==> config.mk <==
export PLATFORM = sky130hd
export DESIGN_NAME = uart_receiver_flat
export DESIGN_NICKNAME = d
export VERILOG_FILES = /design/src/rtl/uart_receiver_if.sv /design/src/rtl/uart_receiver.sv /design/src/flat_wrapper.sv
export SDC_FILE = /design/constraint.sdc
export NUM_CORES = 1
export LEC_CHECK = 0
export BUFFER_PORTS_ARGS = -buffer_cell sky130_fd_sc_hd__buf_2
export CAP_MARGIN = 20
export CORE_MARGIN = 3
export CORE_UTILIZATION = 32
export DETAILED_ROUTE_END_ITERATION = 7
export MAX_ROUTING_LAYER = met4
export PLACE_DENSITY = 0.62
export SLEW_MARGIN = 10
export SYNTH_ARGS = -nofsm -noshare
export SYNTH_HDL_FRONTEND = slang
export SYNTH_SLANG_ARGS = --single-unit
export TNS_END_PERCENT = 30
==> constraint.sdc <==
create_clock -name clock -period 1.6 [get_ports clock]
set_input_delay 0.08 -clock clock [delete_from_list [all_inputs] [get_ports clock]]
set_output_delay 0.08 -clock clock [all_outputs]
set_load 0.05 [all_outputs]
==> src/rtl/uart_receiver_if.sv <==
// Receive-side bus between uart_receiver (master) and the consuming core (slave).
// Carries the holding-register payload, its valid/ready handshake, and per-frame status.
interface uart_receiver_if #(
    parameter int DATA_BITS = 8
);
    logic [DATA_BITS-1:0] rx_data;
    logic                 rx_valid;
    logic                 rx_ready;
    logic                 frame_err;
    logic                 parity_err;
    logic                 overrun;

    modport master (
        output rx_data,
        output rx_valid,
        input  rx_ready,
        output frame_err,
        output parity_err,
        output overrun
    );

    modport slave (
        input  rx_data,
        input  rx_valid,
        output rx_ready,
        input  frame_err,
        input  parity_err,
        input  overrun
    );
endinterface

==> src/rtl/uart_receiver.sv <==
// 16x-oversampled UART receiver with a valid/ready holding register and per-frame error flags.
// Optional parity bit checking is enabled by defining UART_PARITY_EN.
module uart_receiver #(
    parameter int DATA_BITS  = 8,
    parameter int OVERSAMPLE = 16,
    parameter int PARITY_ODD = 0
) (
    input  logic            clock,
    input  logic            reset,
    input  logic            enb_rx,
    input  logic            rx,
    uart_receiver_if.master rx_bus
);

    localparam int TW = $clog2(OVERSAMPLE);
    localparam int BW = $clog2(DATA_BITS + 1);

    localparam logic [TW-1:0] TICK_HALF = TW'(OVERSAMPLE / 2 - 1);
    localparam logic [TW-1:0] TICK_LAST = TW'(OVERSAMPLE - 1);
    localparam logic [BW-1:0] BIT_LAST  = BW'(DATA_BITS - 1);

    localparam logic [2:0] ST_IDLE   = 3'd0;
    localparam logic [2:0] ST_START  = 3'd1;
    localparam logic [2:0] ST_DATA   = 3'd2;
    localparam logic [2:0] ST_STOP   = 3'd4;
    localparam logic [2:0] ST_BREAK  = 3'd5;
`ifdef UART_PARITY_EN
    localparam logic [2:0] ST_PARITY = 3'd3;
    localparam logic       PAR_SENSE = (PARITY_ODD != 0);
`endif

    logic                 rx_meta;
    logic                 rx_s;
    logic [2:0]           state;
    logic [TW-1:0]        tick_cnt;
    logic [BW-1:0]        bit_cnt;
    logic [DATA_BITS-1:0] shift_reg;
    logic                 stop_tick;
    logic                 perr_next;

    logic [DATA_BITS-1:0] data_q;
    logic                 valid_q;
    logic                 ferr_q;
    logic                 perr_q;
    logic                 ovr_q;

    // rx is asynchronous to clock; the synchroniser idles high like the line.
    always_ff @(posedge clock or negedge reset) begin
        if (!reset) begin
            rx_meta <= 1'b1;
            rx_s    <= 1'b1;
        end else begin
            rx_meta <= rx;
            rx_s    <= rx_meta;
        end
    end

    assign stop_tick = enb_rx && (state == ST_STOP) && (tick_cnt == TICK_LAST);

`ifdef UART_PARITY_EN
    logic parity_bit;

    always_ff @(posedge clock or negedge reset) begin
        if (!reset)
            parity_bit <= 1'b0;
        else if (enb_rx && state == ST_PARITY && tick_cnt == TICK_LAST)
            parity_bit <= rx_s;
    end

    assign perr_next = ((^shift_reg) ^ parity_bit) != PAR_SENSE;
`else
    assign perr_next = 1'b0;
`endif

    // Data bits arrive LSB first, so shifting in at the MSB leaves bit 0 at the bottom.
    always_ff @(posedge clock or negedge reset) begin
        if (!reset) begin
            state     <= ST_IDLE;
            tick_cnt  <= '0;
            bit_cnt   <= '0;
            shift_reg <= '0;
        end else if (enb_rx) begin
            case (state)
                ST_IDLE: begin
                    if (!rx_s) begin
                        state    <= ST_START;
                        tick_cnt <= '0;
                    end
                end
                ST_START: begin
                    if (tick_cnt == TICK_HALF) begin
                        tick_cnt <= '0;
                        bit_cnt  <= '0;
                        state    <= rx_s ? ST_IDLE : ST_DATA;
                    end else begin
                        tick_cnt <= tick_cnt + 1'b1;
                    end
                end
                ST_DATA: begin
                    if (tick_cnt == TICK_LAST) begin
                        tick_cnt  <= '0;
                        shift_reg <= {rx_s, shift_reg[DATA_BITS-1:1]};
                        bit_cnt   <= bit_cnt + 1'b1;
                        if (bit_cnt == BIT_LAST) begin
`ifdef UART_PARITY_EN
                            state <= ST_PARITY;
`else
                            state <= ST_STOP;
`endif
                        end
                    end else begin
                        tick_cnt <= tick_cnt + 1'b1;
                    end
                end
`ifdef UART_PARITY_EN
                ST_PARITY: begin
                    if (tick_cnt == TICK_LAST) begin
                        tick_cnt <= '0;
                        state    <= ST_STOP;
                    end else begin
                        tick_cnt <= tick_cnt + 1'b1;
                    end
                end
`endif
                ST_STOP: begin
                    if (tick_cnt == TICK_LAST) begin
                        tick_cnt <= '0;
                        state    <= rx_s ? ST_IDLE : ST_BREAK;
                    end else begin
                        tick_cnt <= tick_cnt + 1'b1;
                    end
                end
                ST_BREAK: begin
                    if (rx_s)
                        state <= ST_IDLE;
                end
                default: begin
                    state    <= ST_IDLE;
                    tick_cnt <= '0;
                end
            endcase
        end
    end

    // A frame completing while the held one is still unread is dropped, not merged.
    always_ff @(posedge clock or negedge reset) begin
        if (!reset) begin
            data_q  <= '0;
            valid_q <= 1'b0;
            ferr_q  <= 1'b0;
            perr_q  <= 1'b0;
            ovr_q   <= 1'b0;
        end else begin
            ovr_q <= 1'b0;
            if (stop_tick) begin
                if (!valid_q || rx_bus.rx_ready) begin
                    data_q  <= shift_reg;
                    ferr_q  <= ~rx_s;
                    perr_q  <= perr_next;
                    valid_q <= 1'b1;
                end else begin
                    ovr_q <= 1'b1;
                end
            end else if (valid_q && rx_bus.rx_ready) begin
                valid_q <= 1'b0;
            end
        end
    end

    assign rx_bus.rx_data    = data_q;
    assign rx_bus.rx_valid   = valid_q;
    assign rx_bus.frame_err  = ferr_q;
    assign rx_bus.parity_err = perr_q;
    assign rx_bus.overrun    = ovr_q;

endmodule
==> src/flat_wrapper.sv <==
// flat-port wrapper written by rule: the top's interface ports become plain ports
module uart_receiver_flat 
#(
    parameter int DATA_BITS  = 8,
    parameter int OVERSAMPLE = 16,
    parameter int PARITY_ODD = 0
)
  (clock, reset, enb_rx, rx, rx_bus_rx_data, rx_bus_rx_valid, rx_bus_rx_ready, rx_bus_frame_err, rx_bus_parity_err, rx_bus_overrun);
  uart_receiver_if #(.DATA_BITS(DATA_BITS)) rx_bus_i ();
  input  logic clock;
  input  logic reset;
  input  logic enb_rx;
  input  logic rx;
  output wire logic [$bits(rx_bus_i.rx_data)-1:0] rx_bus_rx_data;
  output wire logic [$bits(rx_bus_i.rx_valid)-1:0] rx_bus_rx_valid;
  input wire logic [$bits(rx_bus_i.rx_ready)-1:0] rx_bus_rx_ready;
  output wire logic [$bits(rx_bus_i.frame_err)-1:0] rx_bus_frame_err;
  output wire logic [$bits(rx_bus_i.parity_err)-1:0] rx_bus_parity_err;
  output wire logic [$bits(rx_bus_i.overrun)-1:0] rx_bus_overrun;
  assign rx_bus_rx_data = rx_bus_i.rx_data;
  assign rx_bus_rx_valid = rx_bus_i.rx_valid;
  assign rx_bus_i.rx_ready = rx_bus_rx_ready;
  assign rx_bus_frame_err = rx_bus_i.frame_err;
  assign rx_bus_parity_err = rx_bus_i.parity_err;
  assign rx_bus_overrun = rx_bus_i.overrun;
  uart_receiver #(.DATA_BITS(DATA_BITS), .OVERSAMPLE(OVERSAMPLE), .PARITY_ODD(PARITY_ODD)) u_core (.clock(clock), .reset(reset), .enb_rx(enb_rx), .rx(rx), .rx_bus(rx_bus_i));
endmodule
# Word-level counts from Yosys, hierarchy flattened
# Index checks and enable logic that the tools add are counted.
[totals]
register_bits = 32
in_bits = 5
out_inout_bits = 12
elab_cells = 64
[op_classes]
add_sub_neg = 2
eq_ne = 14
mux = 21
bitwise = 2
n_reduce_logical = 15
[op_table]
columns = ["op", "count"]
rows = [
  ["2-to-1 mux 3 bit", 7],
  ["2-to-1 mux 4 bit", 5],
  ["one-hot mux 4 bit (4 select lines)", 1],
  ["one-hot mux 3 bit (5 select lines)", 1],
  ["adder 4 x 1 -> 4 bit, second input constant", 2],
  ["equality test 4 x 3 -> 1 bit, second input constant", 2],
  ["inequality test 2 x 1 -> 1 bit, second input constant", 4],
  ["one-hot mux 4 bit (2 select lines)", 1],
  ["AND reduction 7 bit", 1],
  ["equality test 3 bit, second input constant", 2],
  ["inequality test 2 bit, second input constant", 3],
  ["AND reduction 3 bit", 2],
  ["2-to-1 mux 1 bit", 5],
  ["equality test 4 bit, second input constant", 1],
  ["AND reduction 2 bit", 2],
  ["AND reduction 4 bit", 1],
  ["nonzero test 2 bit", 2],
  ["equality test 3 x 1 -> 1 bit, second input constant", 1],
  ["equality test 3 x 2 -> 1 bit, second input constant", 1],
  ["logical AND 1 bit", 3],
  ["logical NOT 3 bit", 1],
  ["2-to-1 mux 2 bit", 1],
  ["inverter 1 bit", 2],
  ["OR reduction 2 bit", 1],
  ["2 further kinds", 2],
]

# Depth between registers and ports, before layout
[depth]
ltp_word = 5
mapped_depth = 6
depth_no_buf = 5

# Least setup slack after synthesis
# OpenSTA, ideal clock, no wires.
[synth_path]
path_type = "reg2reg"
start = "reg u_core.tick_cnt[0]"
end = "reg u_core.data_q[0], in the netlist u_core.rx_bus.rx_data[0]"
t_arrival_ns = 1.516
required_time_ns = 1.472
path_slack_ns = -0.044
stages_incl_launch_ff = 7
path_buffers = 1
synth_period_minus_slack_ns = 1.644
cell_sequence = "dfrtp_1 > ha_1 > and3_2 > nand4b_1 > nor2b_1 > buf_4 > mux2_1"
[synth_between]
elab_chain_len = 3
[synth_lines]
columns = ["item", "line", "source"]
rows = [
  ["start, declared", "uart_receiver.sv:35", "logic [TW-1:0] tick_cnt;"],
  ["start signal, assigned", "uart_receiver.sv:96", "tick_cnt <= tick_cnt + 1'b1;"],
  ["start signal, assigned", "uart_receiver.sv:112", "tick_cnt <= tick_cnt + 1'b1;"],
  ["start signal, assigned", "uart_receiver.sv:130", "tick_cnt <= tick_cnt + 1'b1;"],
  ["equality test 4 bit", "uart_receiver.sv:58", "assign stop_tick = enb_rx && (state == ST_STOP) && (tick_cnt == TICK_LAST);"],
  ["logical AND 1 bit", "uart_receiver.sv:58", ""],
  ["AND reduction 2 bit (no source line)", "n/a", ""],
  ["end signal, assigned", "uart_receiver.sv:157", "data_q <= shift_reg;"],
  ["end, declared", "uart_receiver.sv:41", "logic [DATA_BITS-1:0] data_q;"],
]
# No other way between the ends.
# A chain may end at the register's enable or synchronous reset.

# Final worst setup path
[layout_path]
start = "reg u_core.tick_cnt[0]"
end = "reg u_core.state[1]"
[layout_between]
elab_chain_len = 3
[layout_lines]
columns = ["item", "line", "source"]
rows = [
  ["equality test 4 bit or equality test 4 x 3 -> 1 bit (tied branches)", "uart_receiver.sv:100, uart_receiver.sv:126, uart_receiver.sv:91", ""],
  ["inequality test 2 bit (no source line) or inequality test 2 x 1 -> 1 bit (tied branches)", "n/a", ""],
  ["AND reduction 7 bit (no source line) (*)", "n/a", ""],
  ["end signal, assigned", "uart_receiver.sv:94", "state <= rx_s ? ST_IDLE : ST_DATA;"],
  ["end signal, assigned", "uart_receiver.sv:128", "state <= rx_s ? ST_IDLE : ST_BREAK;"],
  ["end, declared", "uart_receiver.sv:34", "logic [2:0] state;"],
]
# Mark *: on every way between the ends. The rest lies on a longest branch, timed or not.

==> impl_metrics.env <==
export IMPL_status="finished with violations"
export IMPL_violations="negative setup slack"
export IMPL_reg2reg_slack_ns=-0.08
export IMPL_grt_max_degree=33
export IMPL_syn_inst=135
export IMPL_placed_area_um2=1830
export IMPL_seq_area_frac_synth=0.510
export IMPL_synth_edf_count=0
export IMPL_worst_path_stages=6
export IMPL_drt_total_wl_um=3370
export IMPL_skew_ns=0.00677
export IMPL_hold_path_startpoint="rx_bus_rx_ready"
export IMPL_worstMarginPinSlew_ns=0.731
export IMPL_synth_seq_cells=32
export IMPL_synth_cell_area_um2=1580
export IMPL_whs_endpoint="u_core.rx_bus.overrun"
export IMPL_placementRows=24
export IMPL_drtAntennaViolNets=0
export IMPL_cp_start_kind="flop"
export IMPL_drc=0
export IMPL_clock_path_buffers=2
export IMPL_drive_gt1_frac=0.412
export IMPL_cp_required_ns=1.77
export IMPL_place_congestion=0.907
export IMPL_fin_nets=183
export IMPL_post_route_util=0.444
export IMPL_ys_top_cells_by_area="dfrtp_1, mux2_1, mux2_2, dfstp_2, nand2_1"
export IMPL_cpPeakStageDelay_ns=0.36
export IMPL_cp_max_fo=4
export IMPL_via_per_inst=4.98
export IMPL_die_w_um=76.2
export IMPL_r2r_end="u_core.state[1]"
export IMPL_dp_hpwl_um=2270
export IMPL_rsz0062_at_grt="true"
export IMPL_drtIter0Drc=110
export IMPL_first_pass_iters=5
export IMPL_hold_viol_final=0
export IMPL_power_switching_mw=0.834
export IMPL_fin_crit_ns=1.68
export IMPL_p_comb_frac=0.328
export IMPL_arrival_ns=1.85
export IMPL_p_leak_nw=0.981
export IMPL_drv_slew=0
export IMPL_netlist_top_cells_count="dfrtp_1, mux2_1, mux2_2, nand2_1, o21ai_0"
export IMPL_fmax_mhz=596
export IMPL_intPower_mw=1.62
export IMPL_cts_tree="done"
export IMPL_async_flop_share=1.00
export IMPL_avgRoutedWirePerCell_um=13.9
export IMPL_yosysTopAreaCell="dfrtp_1"
export IMPL_area_growth_pct=28.6
export IMPL_grt_usage=0.130
export IMPL_via_count=1205
export IMPL_synth_distinct_cells=48
export IMPL_grt_pass1_wl_um=5820
export IMPL_slowest_stage="dfrtp_1"
export IMPL_synth_most_common_cell="dfrtp_1"
export IMPL_initial_core_util=0.345
export IMPL_p_sw_frac=0.340
export IMPL_path_clk_slew_ns=0.07
export IMPL_clk_latency_ns=0.29
export IMPL_relSlewSlack=0.513
export IMPL_port_buffers=15
export IMPL_max_cap_viol_count=0
export IMPL_die_y_um=76.2
export IMPL_h_tree_depth=2
export IMPL_coreArea_um2=4560
export IMPL_r2r_start="u_core.tick_cnt[0]"
export IMPL_power_density_nw_per_um2=1210
export IMPL_diodes=0
export IMPL_synth_top_area_share=0.476
export IMPL_finalWorstSetupSlack_ns=-0.0790
export IMPL_synthFlopType="dfrtp_1"
export IMPL_cts_buffers=5
export IMPL_holdPathStages=3
export IMPL_cp_end_kind="flop"
export IMPL_overflow=0
export IMPL_seqPwrFrac=0.419
export IMPL_synth_nets=142
export IMPL_yosys_warnings=0
export IMPL_dieArea_um2=5800
export IMPL_synth_area_per_cell_um2=11.7
export IMPL_cp_buffers_inverters=1
export IMPL_hold_class="input port to flop"
export IMPL_final_area_um2=2030
export IMPL_final_setup_viol_count=18
export IMPL_cts_sinks=32
export IMPL_critPathKind="flop to flop"
export IMPL_r2r_worst_path_cells=6
export IMPL_cts_root_buf="clkbuf_8"
export IMPL_vdd_drop_max_v=0.000506
export IMPL_ios=17
export IMPL_post_route_period_util=1.05
export IMPL_antenna_found_initial=0
export IMPL_power_frac_clock=0.252
export IMPL_cpLargestDelayFamily="compound AO/OA/AOI/OAI gates"
export IMPL_fill_cells=462
export IMPL_first_global_vias=1294
export IMPL_crit_chain="ha_2, buf_6, nand3_4, o211ai_1, o2111ai_2, mux2_4"
[power groups by stage]
stage / Sequential, mW / Combinational [mW] / Clock (mW)
floorplan: 1.01 / 0.472 / 0
global placement: 1.02 / 0.671 / 0
detailed placement: 1.02 / 0.695 / 0
CTS: 1.02 / 0.779 / 0.647
global route: 1.04 / 0.890 / 0.684
finish: 1.03 / 0.804 / 0.618
[final cells by class]
type / instances / area, µm² / share of cell area
sequential: 32 / 805 / 0.397
multi-input combinational: 93 / 756 / 0.373
timing repair buffer: 41 / 287 / 0.141
tap: 65 / 81.3 / 0.0401
clock buffer: 5 / 68.8 / 0.0340
clock inverter: 3 / 18.8 / 0.00926
inverter: 3 / 11.3 / 0.00556
[worst max path at each step]
| stage | from | to | slack (ns) |
|---|---|---|---|
| 5_1_grt | u_core.tick_cnt[0] | u_core.state[1] | -0.18 |
| 6_report | u_core.tick_cnt[0] | u_core.state[1] | -0.08 |
| 3_5_place_dp | u_core.tick_cnt[1] | u_core.state[1] | -0.13 |
| 3_3_place_gp | u_core.tick_cnt[0] | u_core.state[0] | -0.08 |
| 2_1_floorplan | u_core.tick_cnt[0] | u_core.rx_bus.rx_data[0] | -0.01 |
| 4_1_cts | u_core.tick_cnt[0] | u_core.state[1] | -0.06 |
[worst reg2reg max path, delay by kind of cell, from the launching register on]
family / cells / cell delay [ns]
fa+ha+maj: 1 / 0.20
buf+inv: 1 / 0.12
simple gates: 1 / 0.09
compound gates: 2 / 0.47
mux: 1 / 0.33
flops: 1 / 0.36
[cell families after synthesis]
logic type,synth area share
other cells,0.00238
simple gates,0.156
mux,0.148
fa+ha+maj,0.0159
flops,0.510
buf+inv,0.0429
compound gates,0.103
xor+xnor,0.0222
[per-layer routing]
layer / share of wire / global-route usage
met1: 0.43 / 0.131
met2: 0.50 / 0.215
met3: 0.044 / 0.0449
met4: 0.029 / 0.0815
met5: 0 / -
[cells in the final DEF (no fill, tap or decap), drive strengths merged, types with 2 or more instances in the layout]
cell type	netlist	layout
mux2i	2	2
clkinv	0	3
nor2	5	5
mux2	19	19
nor3b	2	2
o21ai	7	7
clkbuf	1	5
ha	2	2
nand2b	2	2
or2	2	2
dfstp	2	2
dfrtp	30	30
nand2	9	9
a21oi	5	5
xor2	3	3
and3	2	2
buf	6	39
inv	3	3
nand4	2	2
dlygate4sd3	0	2
nand4b	2	2
nor4	2	2
nand3	4	4
nor2b	5	5
[through the flow]
step	std cells	worst slack (ns)	hold slack [ns]	TNS (ns)	power [mW]
floorplan	135	-0.0110	-0.216	-0.0880	1.48
global placement	228	-0.0838	0.163	-0.415	1.69
detailed placement	228	-0.134	0.179	-0.810	1.71
CTS	241	-0.0631	0.0818	-0.767	2.44
global route	242	-0.185	0.110	-2.41	2.61
finish	242	-0.0790	0.0840	-0.976	2.45
[repair_timing]
item	4_1_cts	5_1_grt
setup buffers	3	1
setup endpoints to repair	20	26
resized for setup	9	6
hold buffers	2	0
pin swaps	4	3
endpoints found under the hold margin	31	0
No activity file was read; power rests on OpenSTA's default activity.
